## config.mk

```make
export PLATFORM = sky130hd
export DESIGN_NAME = mem_access_stage
export DESIGN_NICKNAME = d
export VERILOG_FILES = /design/src/rtl/mem_access_stage.sv
export SDC_FILE = /design/constraint.sdc
export NUM_CORES = 1
export LEC_CHECK = 0
export BUFFER_PORTS_ARGS = -buffer_cell sky130_fd_sc_hd__buf_2
export CAP_MARGIN = 40
export CORE_ASPECT_RATIO = 1.5
export CORE_MARGIN = 1.5
export CORE_UTILIZATION = 42
export DETAILED_ROUTE_END_ITERATION = 16
export PLACE_DENSITY = 0.68
export RECOVER_POWER = 25
export SLEW_MARGIN = 40
export SYNTH_ARGS = -nofsm -noshare
export SYNTH_HDL_FRONTEND = slang
export SYNTH_SLANG_ARGS = --single-unit
export TNS_END_PERCENT = 30
```

## constraint.sdc

```tcl
create_clock -name clk -period 5.45 [get_ports clk]
set_input_delay 1.09 -clock clk [delete_from_list [all_inputs] [get_ports clk]]
set_output_delay 1.09 -clock clk [all_outputs]
set_load 0.05 [all_outputs]
```

## src/rtl/mem_access_stage.sv

```systemverilog
// MEM stage: aligned loads/stores over a req/ack data-memory port.
// Stalls upstream while an access is in flight and supplies the write-back value.
module mem_access_stage (
  input  logic        clk,
  input  logic        rst,
  input  logic        valid_i,
  input  logic [31:0] alu_result_i,
  input  logic [31:0] store_data_i,
  input  logic        mem_read_i,
  input  logic        mem_write_i,
  input  logic [2:0]  funct3_i,
  input  logic        reg_write_i,
  output logic        dmem_req_o,
  output logic        dmem_we_o,
  output logic [31:0] dmem_addr_o,
  output logic [3:0]  dmem_be_o,
  output logic [31:0] dmem_wdata_o,
  input  logic        dmem_ack_i,
  input  logic [31:0] dmem_rdata_i,
  output logic        stall_o,
  output logic        misalign_o,
  output logic [31:0] reg_write_data_o,
  output logic        reg_write_o
);

  typedef enum logic [1:0] {
    S_IDLE,
    S_BUSY,
    S_DONE
  } state_t;

  state_t      r_state;
  state_t      w_next;
  logic        r_req;
  logic        r_we;
  logic [31:0] r_addr;
  logic [3:0]  r_be;
  logic [31:0] r_wdata;
  logic [31:0] r_load_q;

  logic        w_memop;
  logic        w_mis;
  logic        w_issue;
  logic        w_we;
  logic [1:0]  w_off;
  logic [3:0]  w_be;
  logic [31:0] w_wdata;
  logic [7:0]  w_byte;
  logic [15:0] w_half;
  logic [31:0] w_ldata;

  assign w_off   = alu_result_i[1:0];
  assign w_memop = valid_i & (mem_read_i | mem_write_i);
  // A load wins when both read and write are flagged.
  assign w_we    = mem_write_i & ~mem_read_i;

  always_comb begin
    w_mis = 1'b0;
    case (funct3_i[1:0])
      2'b01:   w_mis = w_off[0];
      2'b10:   w_mis = (w_off != 2'b00);
      default: w_mis = 1'b0;
    endcase
    w_mis = w_mis & w_memop;
  end

  assign w_issue    = (r_state == S_IDLE) & w_memop & ~w_mis;
  assign stall_o    = w_issue | (r_state == S_BUSY);
  assign misalign_o = (r_state == S_IDLE) & w_mis;

  always_comb begin
    w_be    = 4'b1111;
    w_wdata = store_data_i;
    case (funct3_i[1:0])
      2'b00: begin
        w_be    = 4'b0001 << w_off;
        w_wdata = {4{store_data_i[7:0]}};
      end
      2'b01: begin
        w_be    = 4'b0011 << w_off;
        w_wdata = {2{store_data_i[15:0]}};
      end
      default: ;
    endcase
  end

  always_comb begin
    w_byte = dmem_rdata_i[7:0];
    case (w_off)
      2'b01:   w_byte = dmem_rdata_i[15:8];
      2'b10:   w_byte = dmem_rdata_i[23:16];
      2'b11:   w_byte = dmem_rdata_i[31:24];
      default: w_byte = dmem_rdata_i[7:0];
    endcase
    w_half  = w_off[1] ? dmem_rdata_i[31:16] : dmem_rdata_i[15:0];
    w_ldata = dmem_rdata_i;
    case (funct3_i)
      3'b000:  w_ldata = {{24{w_byte[7]}}, w_byte};
      3'b001:  w_ldata = {{16{w_half[15]}}, w_half};
      3'b100:  w_ldata = {24'd0, w_byte};
      3'b101:  w_ldata = {16'd0, w_half};
      default: w_ldata = dmem_rdata_i;
    endcase
  end

  always_comb begin
    w_next = r_state;
    case (r_state)
      S_IDLE:  if (w_issue) w_next = S_BUSY;
      S_BUSY:  if (dmem_ack_i) w_next = S_DONE;
      S_DONE:  w_next = S_IDLE;
      default: w_next = S_IDLE;
    endcase
  end

  always_ff @(posedge clk) begin
    if (rst) begin
      r_state  <= S_IDLE;
      r_req    <= 1'b0;
      r_we     <= 1'b0;
      r_addr   <= 32'd0;
      r_be     <= 4'd0;
      r_wdata  <= 32'd0;
      r_load_q <= 32'd0;
    end else begin
      r_state <= w_next;
      if (w_issue) begin
        r_req   <= 1'b1;
        r_we    <= w_we;
        r_addr  <= {alu_result_i[31:2], 2'b00};
        r_be    <= w_be;
        r_wdata <= w_wdata;
      end
      if ((r_state == S_BUSY) && dmem_ack_i) begin
        r_req <= 1'b0;
        if (!r_we) r_load_q <= w_ldata;
      end
    end
  end

  assign dmem_req_o   = r_req;
  assign dmem_we_o    = r_we;
  assign dmem_addr_o  = r_addr;
  assign dmem_be_o    = r_be;
  assign dmem_wdata_o = r_wdata;

  assign reg_write_o      = valid_i & reg_write_i & ~stall_o & ~misalign_o;
  assign reg_write_data_o = ((r_state == S_DONE) && !r_we) ? r_load_q
                                                           : alu_result_i;

endmodule

```

### After elaboration in Yosys (flattened, before gate mapping)

Cells that the tools add are included.

| storage, ports and cells | value |
|---|---|
| output and inout port bits | 105 |
| input bits | 106 |
| memories kept | 0 |
| memory bits (read-only) | 0 |
| RAM bits | 0 |
| bits in latches | 0 |
| register bits | 102 |

| cells by class | value |
|---|---|
| bitwise operators | 16 |
| $mul | 0 |
| shift-type cells | 2 |
| equality and inequality tests | 12 |
| divide/modulo/power cells | 0 |
| magnitude comparators | 0 |
| multiplexer cells | 10 |
| reductions and logical operators | 10 |
| add/subtract/negate cells | 0 |

Operators with widths:

| kind | count |
|---|---|
| 32-bit case mux with 4 select lines | 1 |
| 32-bit case mux with 2 select lines | 1 |
| 32-bit 2-to-1 mux | 1 |
| 8-bit case mux with 3 select lines | 1 |
| 16-bit 2-to-1 mux | 1 |
| 1-bit bitwise AND | 9 |
| 2-bit == test, second input constant | 4 |
| 4-bit case mux with 2 select lines | 1 |
| 2-bit by 1-bit == test with 1-bit output, second input constant | 3 |
| 3-bit == test, second input constant | 2 |
| 1-bit NOT | 5 |
| 2-bit zero test | 2 |
| 2-bit 2-to-1 mux | 2 |
| 2-bit inequality test, second input constant | 2 |
| 2-bit case mux with 2 select lines | 1 |
| 2-bit AND reduction | 2 |
| 1-bit by 2-bit left shift with 4-bit output, first input constant | 1 |
| 2-bit by 2-bit left shift with 4-bit output, first input constant | 1 |
| 3-bit by 1-bit == test with 1-bit output, second input constant | 1 |
| 3-bit zero test | 1 |
| 1-bit logical AND | 2 |
| 1-bit OR | 2 |
| 1-bit case mux with 2 select lines | 1 |
| 2-bit nonzero test | 1 |
| 2 further kinds | 2 |

### Logic depth before layout (Yosys ltp)

Gate-level depths: netlist (run 1).

| logic depth | value |
|---|---|
| depth after elaboration | 9 |
| gate-level depth with buffers | 8 |

### Least setup slack after synthesis (run 1)

No wires, ideal clock.

| timing path | value |
|---|---|
| path kind | in2out |
| from | in funct3_i[1] |
| to | out misalign_o |
| data arrival time | 2.631 ns |
| setup slack | 1.729 ns |
| path buffers | 2 |
| required time | 4.360 ns |
| stages | 7 |
| cells stage by stage | inv_1 > ha_1 > and2_1 > o21ai_2 > buf_2 > buf_2 > nor2_1 |

| between the ends | value |
|---|---|
| word-level cells in the longest chain between the ends | 4 |
| elaborated cells between the ends (all ways) | 5 |
| those cells by class | 2 x eq/ne; 1 x mux; 2 x bitwise |

RTL lines:

| element | line | source |
|---|---|---|
| from (decl) | 11 | `input logic [2:0] funct3_i,` |
| 2-bit == test or 2-bit by 1-bit == test with 1-bit output (tied branches) | 59 | `case (funct3_i[1:0])` |
| 1-bit case mux with 2 select lines * | 59 |  |
| 1-bit bitwise AND * | 64 | `w_mis = w_mis & w_memop;` |
| 1-bit bitwise AND * | 69 | `assign misalign_o = (r_state == S_IDLE) & w_mis;` |
| to (decl) | 21 | `output logic misalign_o,` |

Mark *: on every way between the ends. The rest lies on a longest branch, timed or not.

### Final worst setup path (run 1)

| timing path | value |
|---|---|
| from | in rst |
| to | reg r_load_q[0] |

RTL lines:

| element | line | source |
|---|---|---|
| from (decl) | 5 | `input logic rst,` |
| to (signal assigned) | 136 | `if (!r_we) r_load_q <= w_ldata;` |
| to (decl) | 39 | `logic [31:0] r_load_q;` |

No word-level cell between the ends.

==> results.ini, run 1 <==
[status]
status=finished, violations left
violations=capacitance limit, slew limit

[global_routing]
antenna_found_initial=1
track_usage=0.265
grt_pass1_wl_um=26300
first_global_vias=5013
gr-total-overflow=0
grt_max_degree=103

[critical_path]
rr_worst_depth=5
path_buf_inv=1
crit_path_start_kind=primary input
arrival_ps=4380
r2r_setup_slack_ps=3260
critPathTopFamily=buffers and inverters
startpoint=rst
crit_cells=2
crit_chain=dlygate4sd2_1, nor4_1
end_kind=register
setup.worst_path.end=r_load_q[0]
cpPeakStageDelay_ps=2920
reg2reg_to=dmem_wdata_o[19]
r2r_start=r_state[0]
cpMaxStageDelayCell=dlygate4sd2_1
path_max_fanout=102
critPathRequiredTime_ps=5490
path_class=in -> reg

[synthesis]
postSynthCellCount=599
synth_mux_area_frac=0.0953
ys_seq_area_frac=0.402
synth_compound_area_frac=0.297
synth.cell_area_sq_um=5080
ys_ff_latch=102
netlist-cell-type-count=42
yosys-top-cells-area=dfxtp_1 (40%), a21oi_1 (9.8%), mux2_2 (9.1%)
yosysMostFrequentCell=dfxtp_1
synthAdderAreaFrac=0.00739
ys_warn_count=0
syn_area_per_cell_sq_um=8.48
synthSimpleGateAreaFrac=0.139
synth_edf_count=0
async_reset_ff_frac=0
synth_flop_cell=dfxtp_1
synth_xor_area_frac=0
synthTopCellsByCount=dfxtp_1 (102), a21oi_1 (99), o21ai_0 (47)
yosysTopAreaCell=dfxtp_1
synth_top_family_by_area=compound AO/OA/AOI/OAI gates
post-synth-top-area-fraction=0.402

[sta]
worstMarginPinSlew_ps=4010
setup_tns_ps=0
setup_viol=0
hold_viol=0
worst_slack_ps=1120
fin_skew_ps=7.31
period_needed_ps=4330
rsz0062_at_grt=false
slew_violations=103
max_freq_ghz=0.231
relSlewSlack=-1.67
finalCritPeriodShare=0.795

[run]
drv_cap=1

[min_path]
hp-class=reg -> reg

[placement]
hpwl_um=12300
io_buffers=208
place.gp.congestion=0.901
dp_slack_ps=1640

[route]
num_vias=5343
first_pass_iters=5
routedWlPerCell_um=18.9
drcViolationCount=0
via_per_inst=5.78
first_iter_violations=400
wl_um=17500
ant_nets=0

[clocking]
cts_tree=yes
hold_buffers=0
cts.sinks=102
numCtsBuffers=9
cts.repair.resized=0
cts_buffer_depth=2
insertion_delay_ps=340
clockRootBuffer=clkbuf_16
cts.htree.levels=3
clkTransAtPathRegs_ps=60
cts_setup_buffers=0

[floorplanning]
initial_core_util=0.427
rows=49
core-area_sq_um=11900
io_pins=211
die_w_um=92.8
die_y_um=138
dieArea_sq_um=12800

[final_layout]
drive_gt1_frac=0.315
area_growth_pct=26.0
final_nets=873

[power]
leakage_nw=2.49
p_per_area_nw_per_um2=320
ir_drop_mv=0.165

state kept, by name, summed over array words and instances (netlist names):
register      count
dmem_addr_o      30
dmem_be_o         4
dmem_req_o        1
dmem_wdata_o     32
dmem_we_o         1
r_load_q         32
r_state           2
logic make-up after synthesis:
| kind of cell | Yosys count |
|---|---|
| muxes | 42 |
| DFF | 102 |
| and+or+nand+nor | 151 |
| AOI/OAI and AO/OA | 232 |
| buffers and inverters | 68 |
| adders and majority gates | 3 |
| other | 1 |
worst min-delay path by stage:
stage          cells past startpoint         endpoint  slack [ps]            start
3_3_place_gp                       1       dmem_req_o         450       dmem_req_o
4_1_cts                            1       dmem_req_o         470       dmem_req_o
2_1_floorplan                      2     r_load_q[17]         470     r_load_q[17]
6_report                           2  dmem_addr_o[31]         470  dmem_addr_o[31]
5_1_grt                            2  dmem_addr_o[29]         490  dmem_addr_o[29]
3_5_place_dp                       1       dmem_req_o         460       dmem_req_o
per-layer routing:
| metal | wire (um) | part of all wire | GRT usage | vias to the layer above |
|---|---|---|---|---|
| met2 | 9010 | 0.51 | 0.476 | 210 |
| met4 | 655 | 0.037 | 0.137 | 0 |
| met5 | 0 | 0 | 0 | - |
| met1 | 6860 | 0.39 | 0.296 | 2548 |
| li1 | - | - | - | 2550 |
| met3 | 975 | 0.056 | 0.0469 | 35 |
cell type report:
class | count | area, sq um
fillers | 1190 | 5490
multi-input cells | 430 | 2770
flip-flops and latches | 102 | 2040
repair buffers | 218 | 1080
clock buffers | 10 | 229
well taps | 153 | 191
clock inverters | 6 | 67.6
inverters | 3 | 11.3
diodes | 3 | 7.51
stage by stage:
| stage | total power, mW | cell area [sq um] | utilization | hold slack [ps] | cells |
|---|---|---|---|---|---|
| 3_3_place_gp | 1.40 | 6120 | 0.515 | 449 | 905 |
| 5_1_grt | 2.13 | 6390 | 0.538 | 495 | 923 |
| 6_report | 2.05 | 6400 | 0.538 | 474 | 925 |
| 4_1_cts | 2.07 | 6460 | 0.543 | 475 | 922 |
| 3_5_place_dp | 1.42 | 6160 | 0.518 | 458 | 906 |
| 2_1_floorplan | 1.26 | 5080 | - | 473 | 600 |
power breakdown:
part	total [mW]	leakage [nW]	internal [mW]	switching (mW)
clock network	0.649	0.140	0.359	0.290
registers	0.829	0.835	0.800	0.0293
logic	0.570	1.51	0.157	0.414
total	2.05	2.49	1.32	0.732
layout by cell type (no fill, tap or decap), types with 2 or more instances in the layout:
| master | netlist | final |
|---|---|---|
| or2_1 | 2 | 2 |
| ha_1 | 3 | 3 |
| inv_6 | 0 | 2 |
| a22o_1 | 8 | 8 |
| clkbuf_1 | 42 | 51 |
| o221ai_1 | 6 | 6 |
| a311oi_1 | 16 | 16 |
| buf_4 | 2 | 9 |
| a21oi_1 | 99 | 99 |
| a221oi_1 | 9 | 9 |
| mux2_2 | 41 | 41 |
| nor2b_1 | 9 | 9 |
| clkinvlp_4 | 0 | 2 |
| nor3_1 | 9 | 9 |
| diode_2 | 0 | 3 |
| a211oi_1 | 26 | 26 |
| a311oi_2 | 10 | 10 |
| buf_2 | 19 | 157 |
| o21a_1 | 3 | 3 |
| o21ai_0 | 47 | 47 |
| and2_1 | 2 | 2 |
| dfxtp_1 | 102 | 102 |
| nand3_1 | 38 | 38 |
| nor2_1 | 40 | 38 |
| clkbuf_16 | 0 | 9 |
| or3_1 | 7 | 7 |
| nand2_1 | 37 | 37 |
| inv_1 | 3 | 3 |
| conb_1 | 1 | 2 |
Note: power is estimated with default switching activity, not from simulation.
==> run 2, diff against run 1 <==
--- a/config.mk
+++ b/config.mk
@@ -11,7 +11,7 @@
 export CORE_MARGIN = 1.5
 export CORE_UTILIZATION = 42
 export DETAILED_ROUTE_END_ITERATION = 16
-export PLACE_DENSITY = 0.68
+export PLACE_DENSITY = 0.71
 export RECOVER_POWER = 25
 export SLEW_MARGIN = 40
 export SYNTH_ARGS = -nofsm -noshare
==> constraint.sdc (replaced) <==
create_clock -name clk -period 3.45 [get_ports clk]
set_input_delay 0.69 -clock clk [delete_from_list [all_inputs] [get_ports clk]]
set_output_delay 0.69 -clock clk [all_outputs]
set_load 0.05 [all_outputs]
==> run 2 against run 1 <==
Effect of this change:
- the run still ends with capacitance limit, slew limit left
- combinational power is 58% higher
- cell count is 0.32% higher
- routed wire length is 0.39% higher
- worst setup slack worse by 370 ps
- register-to-register slack worse by 1700 ps
- total power is 59% higher
- global-route usage is 0.19 points lower
- clock skew hardly changed
- final area is 0.25% higher
- highest routed layer unchanged
==> results.ini, run 2 (synthesis gave the netlist of run 1 again) <==
[run]
drv_cap=1  ; unchanged

[global_routing]
track_usage=0.263  ; -0.00190
grt_max_degree=85  ; -17%
antenna_found_initial=2  ; +1
grt_pass1_wl_um=26300  ; about the same
first_global_vias=5200  ; +3.7%
gr-total-overflow=0  ; unchanged

[critical_path]
crit_chain=nor3b_2, buf_4, mux2_2, buf_2
critPathRequiredTime_ps=2760  ; -2730 ps
reg2reg_to=r_load_q[15]
path_buf_inv=2  ; +1
arrival_ps=2020  ; -2360 ps
crit_cells=4  ; +2
cpPeakStageDelay_ps=420  ; -2500 ps
rr_worst_depth=4  ; -1
path_class=reg -> out
r2r_setup_slack_ps=1560  ; -1700 ps
crit_path_start_kind=register
path_max_fanout=32  ; -69%
r2r_start=r_state[0]
cpMaxStageDelayCell=dfxtp_1
critPathTopFamily=buffers and inverters
end_kind=primary output

[power]
power_mw=3.25  ; +59%
seq_power_share=0.404  ; about the same
p_per_area_nw_per_um2=506  ; +58%
combPwrFrac=0.277  ; about the same
p_int_mw=2.09  ; +59%
leakage_nw=2.51  ; +0.96%
ir_drop_mv=0.248  ; +50%
switchingPower_mw=1.16  ; +58%
p_sw_frac=0.356  ; -0.00137
clock_power_share=0.319  ; +0.002

[final_layout]
nFillCells=1153  ; -3.1%
ff_latch_area_sq_um=2040  ; unchanged
final_cell_mix=buf_2 (157), dfxtp_1 (102), a21oi_1 (99)
multiInputGateArea_sq_um=2770  ; about the same
fin_util=0.539  ; +0.00137
layout.cells.most_common=buf_2
drive_gt1_frac=0.320  ; +0.00572
area_growth_pct=26.3
final_nets=879  ; +0.69%

[status]
status=finished, violations left
violations=capacitance limit, slew limit

[floorplanning]
rows=49  ; unchanged
die_y_um=138  ; unchanged
core-area_sq_um=11900  ; unchanged
dieArea_sq_um=12800  ; unchanged
die_w_um=92.8  ; unchanged
initial_core_util=0.427  ; unchanged
io_pins=211  ; unchanged

[clocking]
cts_setup_buffers=0  ; unchanged
numCtsBuffers=9  ; unchanged
cts_buffer_depth=2  ; unchanged
cts.htree.levels=3  ; unchanged
cts.sinks=102  ; unchanged
insertion_delay_ps=350  ; about the same
cts_tree=yes
hold_buffers=0  ; unchanged
clkTransAtPathRegs_ps=70  ; about the same
clockRootBuffer=clkbuf_16
cts.repair.resized=0  ; unchanged

[sta]
relSlewSlack=-0.199  ; +1.47
period_needed_ps=2710
worstMarginPinSlew_ps=1800  ; -2210 ps
fin_skew_ps=7.52  ; +0.209 ps
setup_viol=0  ; unchanged
slew_violations=85  ; -17%
rsz0062_at_grt=false
max_freq_ghz=0.370
worst_slack_ps=745  ; -371 ps
finalCritPeriodShare=0.784
hold_viol=0  ; unchanged
setup_tns_ps=0  ; unchanged

[min_path]
hold_path_startpoint=dmem_req_o
hp-class=reg -> reg
whs_path_depth=1  ; -1
min_to=dmem_req_o

[route]
routedWlPerCell_um=18.9  ; about the same
first_pass_iters=5  ; unchanged
num_vias=5376  ; +0.62%
via_per_inst=5.79  ; +0.29%
ant_nets=0  ; unchanged
drcViolationCount=0  ; unchanged
wl_um=17600  ; +0.39%
first_iter_violations=306  ; -24%

[placement]
io_buffers=208  ; unchanged
hpwl_um=12600  ; +2.6%
dp_slack_ps=841  ; -795 ps
place.gp.congestion=0.888  ; -1.4%

==> run 2: changes by cell type in the layout (fill, tap and decap cells not counted), sizes merged <==
cell	before	now
clkbuf	60	61
clkinv	1	3
clkinvlp	2	1
buf	167	173
inv	5	3
diode	3	1
dlygate4sd2	1	0
==> run 2: routing by layer <==
metal,vias to the layer above,GRT usage,share of wire
met5,-,0,0
met4,0,0.136,0.039
met3,36,0.0563,0.064
met2,215,0.473,0.52
met1,2567,0.288,0.38
li1,2558,-,-
==> run 2: cell type report <==
cell class	instances	share of cell area
Clock buffer	10	0.0372
Timing Repair Buffer	224	0.171
Antenna cell	1	0.000390
Multi-Input combinational cell	430	0.432
Inverter	3	0.00176
Tap cell	153	0.0298
Sequential cell	102	0.318
Clock inverter	5	0.00936
==> run 2: how the worst max path moves through the flow <==
stage | from | to | slack, ps
finish | r_state[1] | reg_write_data_o[0] | 740
global route | r_state[1] | reg_write_data_o[0] | 650
CTS | r_state[1] | reg_write_data_o[0] | 740
global placement | funct3_i[1] | stall_o | 850
floorplan | funct3_i[1] | misalign_o | 530
detailed placement | funct3_i[1] | stall_o | 840
==> run 2: stage by stage <==
stage          hold WS [ps]  area, sq um  cells
6_report                475         6420    928
5_1_grt                 498         6420    928
2_1_floorplan           473         5080    600
4_1_cts                 473         6480    927
3_3_place_gp            451         6160    911
3_5_place_dp            456         6180    912
==> run 2: power groups by stage <==
stage	clock (mW)	sequential (mW)	combinational [mW]
finish	1.04	1.31	0.901
global route	1.10	1.32	0.960
CTS	1.05	1.31	0.914
detailed placement	0	1.33	0.913
global placement	0	1.33	0.894
floorplan	0	1.54	0.438
==> run 2: worst reg2reg max path: stages (launching register included) <==
cell and delay [ps]:
dfxtp_1 450, and4bb_2 700, nor2_1 100, or3_1 370, a41oi_1 180
==> run 3, diff against run 2 <==
--- a/config.mk
+++ b/config.mk
@@ -11,7 +11,7 @@
 export CORE_MARGIN = 1.5
 export CORE_UTILIZATION = 42
 export DETAILED_ROUTE_END_ITERATION = 16
-export PLACE_DENSITY = 0.71
+export PLACE_DENSITY = 0.68
 export RECOVER_POWER = 25
 export SLEW_MARGIN = 40
 export SYNTH_ARGS = -nofsm -noshare
==> constraint.sdc (replaced) <==
create_clock -name clk -period 2.7 [get_ports clk]
set_input_delay 0.54 -clock clk [delete_from_list [all_inputs] [get_ports clk]]
set_output_delay 0.54 -clock clk [all_outputs]
set_load 0.05 [all_outputs]
==> run 3 against run 2 <==
Effect of this change:
- the flow now finishes without violations
- sequential share of layout area fell by 0.14 points
- largest cell class unchanged
- worst setup slack got worse by 590 ps
- register-to-register slack got worse by 690 ps
- via count rose by 0.86%
==> results.ini, run 3 (synthesis gave the netlist of run 1 again) <==
[floorplanning]
core-area_sq_um=11900  ; unchanged
dieArea_sq_um=12800  ; unchanged
die_y_um=138  ; unchanged
rows=49  ; unchanged
io_pins=211  ; unchanged
die_w_um=92.8  ; unchanged
initial_core_util=0.427  ; unchanged

[final_layout]
final_nets=882  ; +0.34%
area_growth_pct=26.9
final_cell_mix=buf_2 (157), dfxtp_1 (102), a21oi_1 (99)
layout.cells.most_common=buf_2
drive_gt1_frac=0.323  ; +0.00262

[placement]
io_buffers=208  ; unchanged
place.gp.congestion=0.914  ; +3.0%
hpwl_um=12900  ; +2.8%

[route]
wl_um=17700  ; +0.80%
dr_wl_met2_um=9440  ; +3.3%
highest_layer=met4
drt-met1-wl_um=6580  ; -0.62%
first_pass_iters=5  ; unchanged
drcViolationCount=0  ; unchanged
route.met3.wl_um=1090  ; -3.9%
num_vias=5422  ; +0.86%
routedWlPerCell_um=19.0  ; +0.36%
first_iter_violations=355  ; +16%
via_per_inst=5.82  ; +0.42%
ant_nets=0  ; unchanged

[clocking]
cts.htree.levels=3  ; unchanged
cts_setup_buffers=0  ; unchanged
cts_tree=yes
cts_buffer_depth=2  ; unchanged
insertion_delay_ps=350  ; about the same
cts.sinks=102  ; unchanged
clkTransAtPathRegs_ps=70  ; about the same
hold_buffers=0  ; unchanged
clockRootBuffer=clkbuf_16
cts.repair.resized=0  ; unchanged
numCtsBuffers=9  ; unchanged

[global_routing]
grt_pass1_wl_um=26800  ; +2.1%
grt_max_degree=78  ; -8.2%
track_usage=0.270  ; +0.00700
antenna_found_initial=0  ; -2
gr-total-overflow=0  ; unchanged
first_global_vias=5272  ; +1.4%

[critical_path]
end_kind=primary output
crit_path_start_kind=register
arrival_ps=2000  ; -20 ps
critPathRequiredTime_ps=2160  ; -600 ps
path_max_fanout=32  ; unchanged
path_class=reg -> out

[sta]
slew_violations=0  ; -100%
setup_tns_ps=0  ; unchanged
relSlewSlack=0.557  ; +0.755
fin_skew_ps=11.1  ; +3.63 ps
setup_viol=0  ; unchanged
worstMarginPinSlew_ps=665  ; -1130 ps
hold_viol=0  ; unchanged
max_freq_ghz=0.393
rsz0062_at_grt=false
hold_slack_ps=447  ; -27.6 ps
period_needed_ps=2540
finalCritPeriodShare=0.942

[status]
status=finished, final reports clean

[power]
ir_drop_mv=0.347  ; +40%
leakage_nw=2.53  ; +0.65%
p_per_area_nw_per_um2=643  ; +27%

[run]
drv_cap=0  ; -1

[min_path]
hp-class=in -> reg

## run 3: cell types whose count changed in the layout (fill, tap and decap cells not counted), sizes merged
cell and change:
clkbuf -1, diode +1, buf +4
## run 3: final timing paths
| kind | startpoint | to | slack, ps | cells past startpoint |
|---|---|---|---|---|
| max | r_state[1] | reg_write_data_o[0] | 160 | 4 |
| min reg2reg | dmem_addr_o[2] | dmem_addr_o[2] | 480 | 2 |
| min | store_data_i[19] | dmem_wdata_o[19] | 450 | 3 |
| max reg2reg | r_state[0] | r_load_q[30] | 870 | 4 |
## run 3: layer usage
metal | vias to the layer above | global-route usage
met5 | - | 0
met4 | 0 | 0.128
met3 | 36 | 0.0618
met2 | 206 | 0.498
met1 | 2617 | 0.287
li1 | 2563 | -
## run 3: layout make-up
cell class / count / area [sq um]
diodes: 2 / 5.00
clock buffers: 10 / 239
clock inverters: 5 / 60.1
fillers: 1180 / 5450
inverters: 3 / 11.3
multi-input cells: 430 / 2770
flip-flops and latches: 102 / 2040
well taps: 153 / 191
repair buffers: 227 / 1130
## run 3: per-stage QoR
step                      setup WS [ps]  cells   util  area, sq um  power [mW]
after floorplan                    79.1    600      -         5080        2.53
after global placement              413    915  0.521         6200        2.85
after detailed placement            391    915  0.521         6200        2.87
after CTS                           146    930  0.546         6500        4.18
after global routing               79.1    930  0.541         6440        4.32
final                               157    932  0.542         6440        4.14
## run 3: worst max-delay path, cell delays in order (launching register included)
cell and delay (ps):
dfxtp_1 410, nor3b_2 190, buf_4 430, mux2_2 400, buf_2 220
## run 3: power breakdown
group | switching (mW) | leakage (nW) | internal (mW) | total (mW)
clock | 0.575 | 0.145 | 0.741 | 1.32
combinational | 0.835 | 1.55 | 0.318 | 1.15
sequential | 0.0610 | 0.835 | 1.61 | 1.68
total | 1.47 | 2.53 | 2.67 | 4.14
